**src/rtl/id_stage_hz_pkg.sv**
```systemverilog
// Shared decode definitions for the MIPS instruction-decode stage.
// Latency: n/a (constants, types and pure functions only).
// Backpressure: n/a.
// Contents: opcode/funct encodings, the control bundle carried into EX,
// the NOP bundle used for bubbles, and helpers for decode and hazard checks.
package id_pkg;

  // Primary opcodes, instruction bits [31:26]
  localparam logic [5:0] OP_RTYPE = 6'b000000;
  localparam logic [5:0] OP_ADDI  = 6'b001000;
  localparam logic [5:0] OP_LW    = 6'b100011;
  localparam logic [5:0] OP_SW    = 6'b101011;
  localparam logic [5:0] OP_BEQ   = 6'b000100;

  // R-type funct codes, instruction bits [5:0]; passed through to the ALU control
  localparam logic [5:0] FN_ADD = 6'b100000;
  localparam logic [5:0] FN_SUB = 6'b100010;
  localparam logic [5:0] FN_AND = 6'b100100;
  localparam logic [5:0] FN_OR  = 6'b100101;
  localparam logic [5:0] FN_SLT = 6'b101010;

  typedef struct packed {
    logic reg_write;
    logic mem_read;
    logic mem_write;
    logic mem_to_reg;
    logic alu_src;
    logic reg_dst;
    logic branch;
    logic illegal;
  } ctrl_t;

  // Bubble bundle: nothing is written, nothing is flagged illegal
  localparam ctrl_t CTRL_NOP = '0;

  function automatic ctrl_t decode_ctrl(input logic [5:0] op);
    ctrl_t c;
    c = CTRL_NOP;
    case (op)
      OP_RTYPE: begin
        c.reg_write = 1'b1;
        c.reg_dst   = 1'b1;
      end
      OP_ADDI: begin
        c.reg_write = 1'b1;
        c.alu_src   = 1'b1;
      end
      OP_LW: begin
        c.reg_write  = 1'b1;
        c.mem_read   = 1'b1;
        c.mem_to_reg = 1'b1;
        c.alu_src    = 1'b1;
      end
      OP_SW: begin
        c.mem_write = 1'b1;
        c.alu_src   = 1'b1;
      end
      OP_BEQ: begin
        c.branch = 1'b1;
      end
      default: begin
        c.illegal = 1'b1;
      end
    endcase
    return c;
  endfunction

  // Only these opcodes consume rt as a source; ADDI/LW use it as a destination,
  // so a load-use match on rt must not stall them.
  function automatic logic reads_rt(input logic [5:0] op);
    return (op == OP_RTYPE) || (op == OP_SW) || (op == OP_BEQ);
  endfunction

endpackage

```
**src/rtl/id_stage_hz_reg_file.sv**
```systemverilog
// Register file: two operand read ports with writeback bypass, one debug read port,
// one write port where a debug write beats writeback. Reads are combinational,
// writes land at the clock edge; no backpressure (always accepts).
// Ports: i_clk/i_reset (sync, active-high, clears every entry); i_rs_addr/i_rt_addr ->
// o_rs_data/o_rt_data; i_dbg_addr -> o_dbg_rdata; i_dbg_wr/i_dbg_wdata debug write;
// i_wb_en/i_wb_addr/i_wb_data writeback; i_debug_mode blocks writeback.
module id_reg_file #(
  parameter int NB_DATA = 32,
  parameter int NB_REG  = 5,
  parameter int N_REGS  = 32
) (
  input  logic               i_clk,
  input  logic               i_reset,
  input  logic [NB_REG-1:0]  i_rs_addr,
  input  logic [NB_REG-1:0]  i_rt_addr,
  output logic [NB_DATA-1:0] o_rs_data,
  output logic [NB_DATA-1:0] o_rt_data,
  input  logic               i_debug_mode,
  input  logic               i_dbg_wr,
  input  logic [NB_REG-1:0]  i_dbg_addr,
  input  logic [NB_DATA-1:0] i_dbg_wdata,
  output logic [NB_DATA-1:0] o_dbg_rdata,
  input  logic               i_wb_en,
  input  logic [NB_REG-1:0]  i_wb_addr,
  input  logic [NB_DATA-1:0] i_wb_data
);

  localparam int unsigned NR = N_REGS;

  logic [NB_DATA-1:0] regs_q [N_REGS];

  // Entry 0 is hardwired to zero; addresses past N_REGS don't exist and read as zero.
  function automatic logic writable(input logic [NB_REG-1:0] a);
    return (a != '0) && (32'(a) < NR);
  endfunction

  function automatic logic [NB_DATA-1:0] rd(input logic [NB_REG-1:0] a,
                                            input logic [NB_DATA-1:0] v);
    return writable(a) ? v : '0;
  endfunction

  logic dbg_wr_en;
  logic wb_wr_en;
  logic wb_hit_en;

  assign dbg_wr_en = i_debug_mode && i_dbg_wr && writable(i_dbg_addr);
  assign wb_wr_en  = !i_debug_mode && i_wb_en && writable(i_wb_addr);
  // Bypass is independent of debug mode: in debug mode ID/EX holds, so the
  // forwarded value is never captured anyway.
  assign wb_hit_en = i_wb_en && (i_wb_addr != '0);

  always_ff @(posedge i_clk) begin
    if (i_reset) begin
      for (int k = 0; k < N_REGS; k++) begin
        regs_q[k] <= '0;
      end
    end else if (dbg_wr_en) begin
      regs_q[i_dbg_addr] <= i_dbg_wdata;
    end else if (wb_wr_en) begin
      regs_q[i_wb_addr] <= i_wb_data;
    end
  end

  always_comb begin
    o_rs_data   = rd(i_rs_addr, regs_q[i_rs_addr]);
    o_rt_data   = rd(i_rt_addr, regs_q[i_rt_addr]);
    o_dbg_rdata = rd(i_dbg_addr, regs_q[i_dbg_addr]);
    // Write-through: a writeback in this cycle is visible to this cycle's decode.
    if (wb_hit_en && (i_wb_addr == i_rs_addr)) o_rs_data = i_wb_data;
    if (wb_hit_en && (i_wb_addr == i_rt_addr)) o_rt_data = i_wb_data;
  end

endmodule

```
**src/rtl/id_stage_hz.sv**
```systemverilog
// MIPS instruction decode: register read with bypass, control decode, sign extension,
// load-use hazard detection and a registered ID/EX boundary. Latency: 1 cycle.
// Backpressure: o_stall (combinational) holds PC and IF/ID for one cycle on load-use.
// Ports: IF/ID in (i_valid, i_pc, i_instruction, i_flush); writeback in (i_wb_*);
// debug (i_debug_mode, i_dbg_*, o_dbg_rdata); ID/EX out (o_valid, o_pc, operands,
// register fields, funct, immediate, controls, o_illegal) and o_stall.
module id_stage_hz
  import id_pkg::*;
#(
  parameter int NB_ADDR = 32,
  parameter int NB_INST = 32,
  parameter int NB_DATA = 32,
  parameter int NB_REG  = 5,
  parameter int N_REGS  = 32
) (
  input  logic               i_clk,
  input  logic               i_reset,
  input  logic               i_valid,
  input  logic [NB_ADDR-1:0] i_pc,
  input  logic [NB_INST-1:0] i_instruction,
  input  logic               i_flush,
  input  logic               i_wb_en,
  input  logic [NB_REG-1:0]  i_wb_addr,
  input  logic [NB_DATA-1:0] i_wb_data,
  input  logic               i_debug_mode,
  input  logic               i_dbg_we,
  input  logic [NB_REG-1:0]  i_dbg_addr,
  input  logic [NB_DATA-1:0] i_dbg_wdata,
  output logic [NB_DATA-1:0] o_dbg_rdata,
  output logic               o_stall,
  output logic               o_valid,
  output logic [NB_ADDR-1:0] o_pc,
  output logic [NB_DATA-1:0] o_data_1,
  output logic [NB_DATA-1:0] o_data_2,
  output logic [NB_REG-1:0]  o_rs,
  output logic [NB_REG-1:0]  o_rt,
  output logic [NB_REG-1:0]  o_rd,
  output logic [5:0]         o_funct,
  output logic [NB_DATA-1:0] o_sign_extend,
  output logic               o_reg_write,
  output logic               o_mem_read,
  output logic               o_mem_write,
  output logic               o_mem_to_reg,
  output logic               o_alu_src,
  output logic               o_reg_dst,
  output logic               o_branch,
  output logic               o_illegal
);

  // ---------------- instruction fields ----------------
  logic [5:0]         opcode;
  logic [NB_REG-1:0]  rs;
  logic [NB_REG-1:0]  rt;
  logic [NB_REG-1:0]  rd;
  logic [5:0]         funct;
  logic [15:0]        imm;
  logic [NB_DATA-1:0] sext;
  logic               unused_shamt;

  assign opcode       = i_instruction[31:26];
  assign rs           = NB_REG'(i_instruction[25:21]);
  assign rt           = NB_REG'(i_instruction[20:16]);
  assign rd           = NB_REG'(i_instruction[15:11]);
  assign funct        = i_instruction[5:0];
  assign imm          = i_instruction[15:0];
  assign sext         = NB_DATA'($signed(imm));
  assign unused_shamt = ^i_instruction[10:6];

  // ---------------- register file ----------------
  logic [NB_DATA-1:0] rs_data;
  logic [NB_DATA-1:0] rt_data;

  id_reg_file #(
    .NB_DATA (NB_DATA),
    .NB_REG  (NB_REG),
    .N_REGS  (N_REGS)
  ) u_reg_file (
    .i_clk        (i_clk),
    .i_reset      (i_reset),
    .i_rs_addr    (rs),
    .i_rt_addr    (rt),
    .o_rs_data    (rs_data),
    .o_rt_data    (rt_data),
    .i_debug_mode (i_debug_mode),
    .i_dbg_wr     (i_dbg_we),
    .i_dbg_addr   (i_dbg_addr),
    .i_dbg_wdata  (i_dbg_wdata),
    .o_dbg_rdata  (o_dbg_rdata),
    .i_wb_en      (i_wb_en),
    .i_wb_addr    (i_wb_addr),
    .i_wb_data    (i_wb_data)
  );

  // ---------------- ID/EX state ----------------
  logic               valid_q, valid_d;
  logic [NB_ADDR-1:0] pc_q, pc_d;
  logic [NB_DATA-1:0] data_1_q, data_1_d;
  logic [NB_DATA-1:0] data_2_q, data_2_d;
  logic [NB_REG-1:0]  rs_q, rs_d;
  logic [NB_REG-1:0]  rt_q, rt_d;
  logic [NB_REG-1:0]  rd_q, rd_d;
  logic [5:0]         funct_q, funct_d;
  logic [NB_DATA-1:0] sext_q, sext_d;
  ctrl_t              ctrl_q, ctrl_d;

  // ---------------- load-use hazard ----------------
  // The load in EX can't forward until MEM; one bubble is enough because the
  // bubble itself clears mem_read, so the stall self-terminates.
  logic rs_match;
  logic rt_match;

  assign rs_match = (rt_q == rs);
  assign rt_match = (rt_q == rt) && reads_rt(opcode);

  assign o_stall = i_valid && valid_q && ctrl_q.mem_read && (rt_q != '0)
                && (rs_match || rt_match) && !i_flush && !i_debug_mode;

  always_comb begin
    valid_d  = 1'b0;
    pc_d     = '0;
    data_1_d = '0;
    data_2_d = '0;
    rs_d     = '0;
    rt_d     = '0;
    rd_d     = '0;
    funct_d  = '0;
    sext_d   = '0;
    ctrl_d   = CTRL_NOP;
    if (i_valid && !i_flush && !o_stall) begin
      valid_d  = 1'b1;
      pc_d     = i_pc;
      data_1_d = rs_data;
      data_2_d = rt_data;
      rs_d     = rs;
      rt_d     = rt;
      rd_d     = rd;
      funct_d  = funct;
      sext_d   = sext;
      ctrl_d   = decode_ctrl(opcode);
    end
  end

  always_ff @(posedge i_clk) begin
    if (i_reset) begin
      valid_q  <= 1'b0;
      pc_q     <= '0;
      data_1_q <= '0;
      data_2_q <= '0;
      rs_q     <= '0;
      rt_q     <= '0;
      rd_q     <= '0;
      funct_q  <= '0;
      sext_q   <= '0;
      ctrl_q   <= CTRL_NOP;
    end else if (!i_debug_mode) begin
      valid_q  <= valid_d;
      pc_q     <= pc_d;
      data_1_q <= data_1_d;
      data_2_q <= data_2_d;
      rs_q     <= rs_d;
      rt_q     <= rt_d;
      rd_q     <= rd_d;
      funct_q  <= funct_d;
      sext_q   <= sext_d;
      ctrl_q   <= ctrl_d;
    end
  end

  assign o_valid       = valid_q;
  assign o_pc          = pc_q;
  assign o_data_1      = data_1_q;
  assign o_data_2      = data_2_q;
  assign o_rs          = rs_q;
  assign o_rt          = rt_q;
  assign o_rd          = rd_q;
  assign o_funct       = funct_q;
  assign o_sign_extend = sext_q;
  assign o_reg_write   = ctrl_q.reg_write;
  assign o_mem_read    = ctrl_q.mem_read;
  assign o_mem_write   = ctrl_q.mem_write;
  assign o_mem_to_reg  = ctrl_q.mem_to_reg;
  assign o_alu_src     = ctrl_q.alu_src;
  assign o_reg_dst     = ctrl_q.reg_dst;
  assign o_branch      = ctrl_q.branch;
  assign o_illegal     = ctrl_q.illegal;

endmodule

```
**config.mk**
```make
export PLATFORM = sky130hd
export DESIGN_NAME = id_stage_hz
export DESIGN_NICKNAME = d
export VERILOG_FILES = /design/src/rtl/id_stage_hz_pkg.sv /design/src/rtl/id_stage_hz_reg_file.sv /design/src/rtl/id_stage_hz.sv
export SDC_FILE = /design/constraint.sdc
export NUM_CORES = 2
export LEC_CHECK = 0
export BUFFER_PORTS_ARGS = -buffer_cell sky130_fd_sc_hd__buf_4
export CAP_MARGIN = 20
export CELL_PAD_IN_SITES_DETAIL_PLACEMENT = 1
export CELL_PAD_IN_SITES_GLOBAL_PLACEMENT = 1
export CORE_ASPECT_RATIO = 1.5
export CORE_MARGIN = 3
export CORE_UTILIZATION = 45
export CTS_BUF_LIST = sky130_fd_sc_hd__clkbuf_4 sky130_fd_sc_hd__clkbuf_8 sky130_fd_sc_hd__clkbuf_16
export CTS_CLUSTER_SIZE = 24
export DETAILED_ROUTE_END_ITERATION = 8
export GPL_TIMING_DRIVEN = 0
export PLACE_DENSITY = 0.76
export SETUP_SLACK_MARGIN = 0.05
export SLEW_MARGIN = 20
export SYNTH_ARGS = -nofsm -noshare
export SYNTH_HDL_FRONTEND = slang
export SYNTH_SLANG_ARGS = --single-unit
```
**constraint.sdc**
```tcl
create_clock -name i_clk -period 4.71 [get_ports i_clk]
set_input_delay 0.942 -clock i_clk [delete_from_list [all_inputs] [get_ports i_clk]]
set_output_delay 0.942 -clock i_clk [all_outputs]
set_load 0.02 [all_outputs]
```
# [Word-level counts from Yosys, hierarchy flattened]
# Memory sizes are Yosys's and may differ from the RTL's.
# Cells that the tools add are included.
[word_totals] reg_bits=158 latch_bits=0 ramBits=1024 rom_bits=0 inputBits=145 mem_count=1
[classes] add_sub_neg=0 mul=0 div_mod_pow=0 n_lt_le_gt_ge=0 n_eq_ne=8 shifts=0 mux=37 bitwise=0 n_reduce_logical=33
[mem_list] name="u_reg_file.regs_q" words=32 width=32 read_ports=3 rd_clocked_by_memory_dff=0 wr=32 line="id_stage_hz_reg_file.sv:30" source="logic [NB_DATA-1:0] regs_q [N_REGS];"
[ops] op="$mux W32" count=11
[ops] op="$reduce_or A32 Y1" count=2
[ops] op="$mux W5" count=5
[ops] op="$reduce_bool A5 Y1" count=5
[ops] op="$eq A5 B5 Y1" count=4
[ops] op="$mux W1" count=19
[ops] op="$logic_and A1 B1 Y1" count=16
[ops] op="$eq A6 B6 Y1 const B" count=2
[ops] op="$mux W8" count=1
[ops] op="$eq A6 B3 Y1 const B" count=1
[ops] op="$eq A6 B4 Y1 const B" count=1
[ops] op="$logic_not A6 Y1" count=1
[ops] op="$mux W6" count=1
[ops] op="$reduce_or A3 Y1" count=2
[ops] op="$reduce_or A5 Y1" count=1
[ops] op="$logic_not A1 Y1" count=3
[ops] op="$logic_or A1 B1 Y1" count=3

# [Logic depth before layout (Yosys ltp)]
[logic_depth] ltp_word=11 ltp_mapped=12 mapped_depth_nobuf=6

# [Hierarchy]
# Synthesis repeated with hierarchy kept, for this count alone.
[hier_totals] hier_cells=4945 area_unflattened_um2=66814.1
[modules_own_cells] mod="id_reg_file" n_inst=1 cells_per_inst=4584 area_per_inst_um2=62446.1 seq_area_each_um2=30749.5
[modules_own_cells] mod="id_stage_hz" n_inst=1 cells_per_inst=361 area_per_inst_um2=4367.9 seq_area_each_um2=2602.5

# [Least setup slack after synthesis]
# Ideal clock, no wire load.
[synth_path] kind="input to output" startpoint="in i_dbg_addr[0]" endpoint="out o_dbg_rdata[23]" arrival_ns=2.919 setup_slack_ns=0.849 path_stages=7 path_cell_list="clkbuf_1 > buf_2 > buf_2 > mux4_2 > mux4_2 > mux2i_1 > nor2_1"
[synth_via] elab_chain_cells=2 word_cells_on_any_way=3
[synth_rtl] element="start: declaration" line="id_stage_hz.sv:27" source="input logic [NB_REG-1:0] i_dbg_addr,"
[synth_rtl] element="$mem_v2 Z32 W32 / $reduce_bool A5 Y1 (equally long branches)"
[synth_rtl] element="$mux W32 (*)" line="id_stage_hz_reg_file.sv:39" source="return writable(a) ? v : '0;"
[synth_rtl] element="end: declaration" line="id_stage_hz.sv:29" source="output logic [NB_DATA-1:0] o_dbg_rdata,"
# Every way passes the cells marked *; elsewhere a longest branch is shown, timed or not.

# [Worst setup path in the final report]
[layout_path] startpoint="in i_dbg_addr[1]" endpoint="out o_dbg_rdata[23]"
# Same word-level chain as after synthesis.

==> results.md <==
- Outcome: finished, violations left
- Violations in the final reports: setup timing
- Cell Int Power: 19.3 mW
- Longest Clk Path Bufs: 3
- Cell with the largest stage delay on the worst path: mux4_2
- Proportion of power drawn by combinational gates: 17.5%
- Portion of the post-synthesis area used by sequential elements: 50.2%
- Number of remaining DRC errors: 0
- Yosys cell types: 63
- Worst-skew pair later-pin latency: 820 ps
- WL/cell: 42.7 um
- RSZ-0062 raised after global routing: true
- Root buf cell: clkbuf_16
- Category of the most critical setup path: primary input to output pin
- Most numerous cell in the Yosys netlist: nor2_1
- Number of synthesized register bits: 1154
- Setup slack of the worst register-to-register path: 1420 ps
- Number of fill cells in the layout: 14500
- Cell Rows: 172
- Pwr dens: 355 mW/mm^2
- Max incr delay on CP: 570 ps
- Data required time at the worst endpoint: 3770 ps
- Syn. warnings: 0
- Num ports: 336
- Starting Density: 45.4%
- Fin Setup TNS: -9.51 ps
- Clock skew after layout: 48.1 ps
- CTS tree: done
- Worst Path Buf+Inv: 4
- Count of input and output buffers: 322
- Class of the most critical hold timing path: primary input to flop
- Antenna violations before repair: 25
- Post-synthesis instance area: 0.0665 mm^2
- Hold violation total from the final report: 0
- Mean instance size in the synthesized netlist: 13.9 um^2
- Post-placement cell area: 0.0720 mm^2
- Iteration-0 DRC Markers: 8538
- Tightest Pin Transition: 1330 ps
- Non-Filler Instances: 7300
- Final RePlAce weighted congestion: 1.02
- Hold_buf cts: 0
- Aggregate global-route resource usage: 40.1%
- Number of setup violations in the final report: 1
- Post-route cell area: 0.0763 mm^2
- Final min period: 4720 ps
- Sw Pwr: 7.84 mW
- Chip height: 477 um
- DP Cell Count: 7071
- X dimension of the die: 320 um
- Estimated wirelength of the detail-placed design: 229 mm
- Max rail drop VDD: 298 uV
- Post-synthesis to final-layout area growth: 14.8%
- Worst Setup Slack, final: -9.51 ps
- Proportion of power drawn by the clock network: 37.7%
- Detailed Route WL: 312 mm
- Sinks on Clock Net: 1154
- Avg Vias per Cell: 7.32
- Number of buffers created by CTS: 114
- Detailed-router iteration count before antenna repair: 6
- Number of max-capacitance violations reported: 0
- Highest Clock Rate: 0.212 GHz
- Synth top area cells: edfxtp_1 46%, mux4_2 26%, nor2_1 6.4%
- Leakage power total: 26.5 nW
- Largest fanout of any net on the critical path: 11
- Layout cells sized above 1: 34.3%
- Die outline area: 0.152 mm^2
- Leading post-synthesis cells by instance count: 1132 x nor2_1, 1024 x edfxtp_1, 771 x mux4_2, 239 x clkbuf_1, 221 x buf_2
- Cell family contributing the most delay on the critical path: buffers and inverters
- Critical path, cell by cell: buf_4 -> buf_2 -> clkdlybuf4s18_2 -> mux4_2 -> mux4_2 -> mux2i_1 -> nor2_1 -> buf_4
- Post-Syn Instances: 4788
- Final-report max-slew violation count: 0
- GR Overflow Total: 0
- Endpoint class of the critical path: output pin
- Final cycle utilization of the critical path: 100%
- Count of nets left with antenna violations after detail routing: 0
- Share of Yosys cell area claimed by the top area cell type: 46.3%
- Number of enable-type register cells in the synthesized netlist: 1024
- Fraction of power spent switching nets: 28.9%
- Total chip power: 27.1 mW
- Part of the total power dissipated in sequential elements: 44.8%
- CTS H-tree lvls: 3
- Rel. slew slack: 11.2%
- CP startpoint kind: primary input
- Routed vias: 53400
- Top cell type by total area after synthesis: edfxtp_1
- Core Area: 0.147 mm^2
- Layout Nets: 5420
- Clock-pin slew on the worst setup and hold paths: 70 ps
- Main flop type after synthesis: edfxtp_1
- Final core occ: 52.1%
- Arrival time at the worst endpoint: 3780 ps
- Synth async-reset ratio: 0%
- Via count of the first global-routing pass: 55300
- Pin count of the biggest net entering global routing: 33
- First-pass GRT wire length: 422 mm
- Postcts setup bufs: 0
==> logic make-up after synthesis <==
logic type | synth area share [%]
other | 0.00564
AND/OR/NAND/NOR | 8.46
flip-flops | 50.2
multiplexers | 31.1
AO/OA/AOI/OAI | 5.89
XOR/XNOR | 0.264
buffers and inverters | 4.08
==> registers in the layout, indices dropped and copies added (netlist names) <==
signal	flops
o_rd	4
o_reg_dst	1
o_valid	1
o_alu_src	1
o_mem_read	1
o_data_2	32
o_illegal	1
o_sign_extend	7
o_reg_write	1
o_mem_write	1
o_branch	1
o_funct	5
u_reg_file.regs_q	1024
o_pc	32
o_rt	5
o_rs	5
o_data_1	32
==> path summary, 6_finish.rpt <==
kind	start	endpoint	cells past startpoint
worst max-delay path	i_dbg_addr[1]	o_dbg_rdata[23]	8
worst min-delay path	i_instruction[1]	o_funct[1]$_SDFFE_PP0N_	3
worst max register to register	o_rt[4]$_SDFFE_PP0N_	o_data_1[8]$_SDFFE_PP0N_	6
worst min register to register	o_branch$_SDFFE_PP0N_	o_branch$_SDFFE_PP0N_	2
==> worst reg2reg max path, stage by stage, from the launching register on <==
cell,delay [ps]
dfxtp_1,510
xor2_1,140
nor3_1,270
a32oi_1,160
o21ai_1,950
clkbuf_1,840
a221oi_1,230
==> area by class of cell <==
type	instances	area, um^2	area share (%)
buffer	561	2920	3.83
sequential	1154	33400	43.7
clock inverter	65	802	1.05
antenna	10	25.0	0.0328
timing repair buffer	341	2760	3.62
multi-input combinational	3099	30800	40.4
clock buffer	152	3230	4.23
inverter	4	15.0	0.0197
tap	1914	2390	3.14
==> metal layers <==
layer  part of all wire, %  GRT usage, %  wire (um)  vias to the layer above
met3                    13          12.8      40500                     1684
met2                    47          64.8     147000                     4900
li1                      -             -          -                    19700
met1                    30          43.8      94100                    27100
met5                 0.022             0         68                        -
met4                   9.7          31.5      30400                       12
==> cells in the final DEF (no fill, tap or decap), types with 33 or more instances in the layout <==
master and instances:
a22oi_1 58, mux4_2 771, edfxtp_1 1024, o21ai_0 121, buf_6 36, mux2i_1 184, a211oi_1 33, clkbuf_1 207
mux2_2 124, nand2b_1 34, clkbuf_4 38, a21oi_1 137, nor2_1 1132, dfxtp_1 130, a221oi_1 65, nand3_1 38
buf_2 206, clkbuf_16 115, nand2_1 105, buf_4 379
==> per-stage QoR <==
| step | setup WS, ps | hold slack, ps |
|---|---|---|
| floorplan | 849 | 535 |
| global placement | -1420 | 452 |
| detailed placement | -1230 | 461 |
| CTS | 43.1 | 363 |
| global route | 35.2 | 380 |
| finish | -9.51 | 377 |
==> what timing repair did <==
action                                  4_1_cts  5_1_grt
endpoints found under the setup margin       32       21
gates resized for setup                      85       32
pin swaps                                     0        0
==> power by group through the flow <==
stage          registers [mW]  logic [mW]  clock network [mW]
2_1_floorplan            12.2        2.69                   0
3_3_place_gp             12.3        4.39                   0
3_5_place_dp             12.3        4.51                   0
4_1_cts                  12.1        4.56                10.1
5_1_grt                  12.2        4.80                10.5
6_report                 12.1        4.76                10.2
Note: power is estimated with default switching activity, not from simulation.
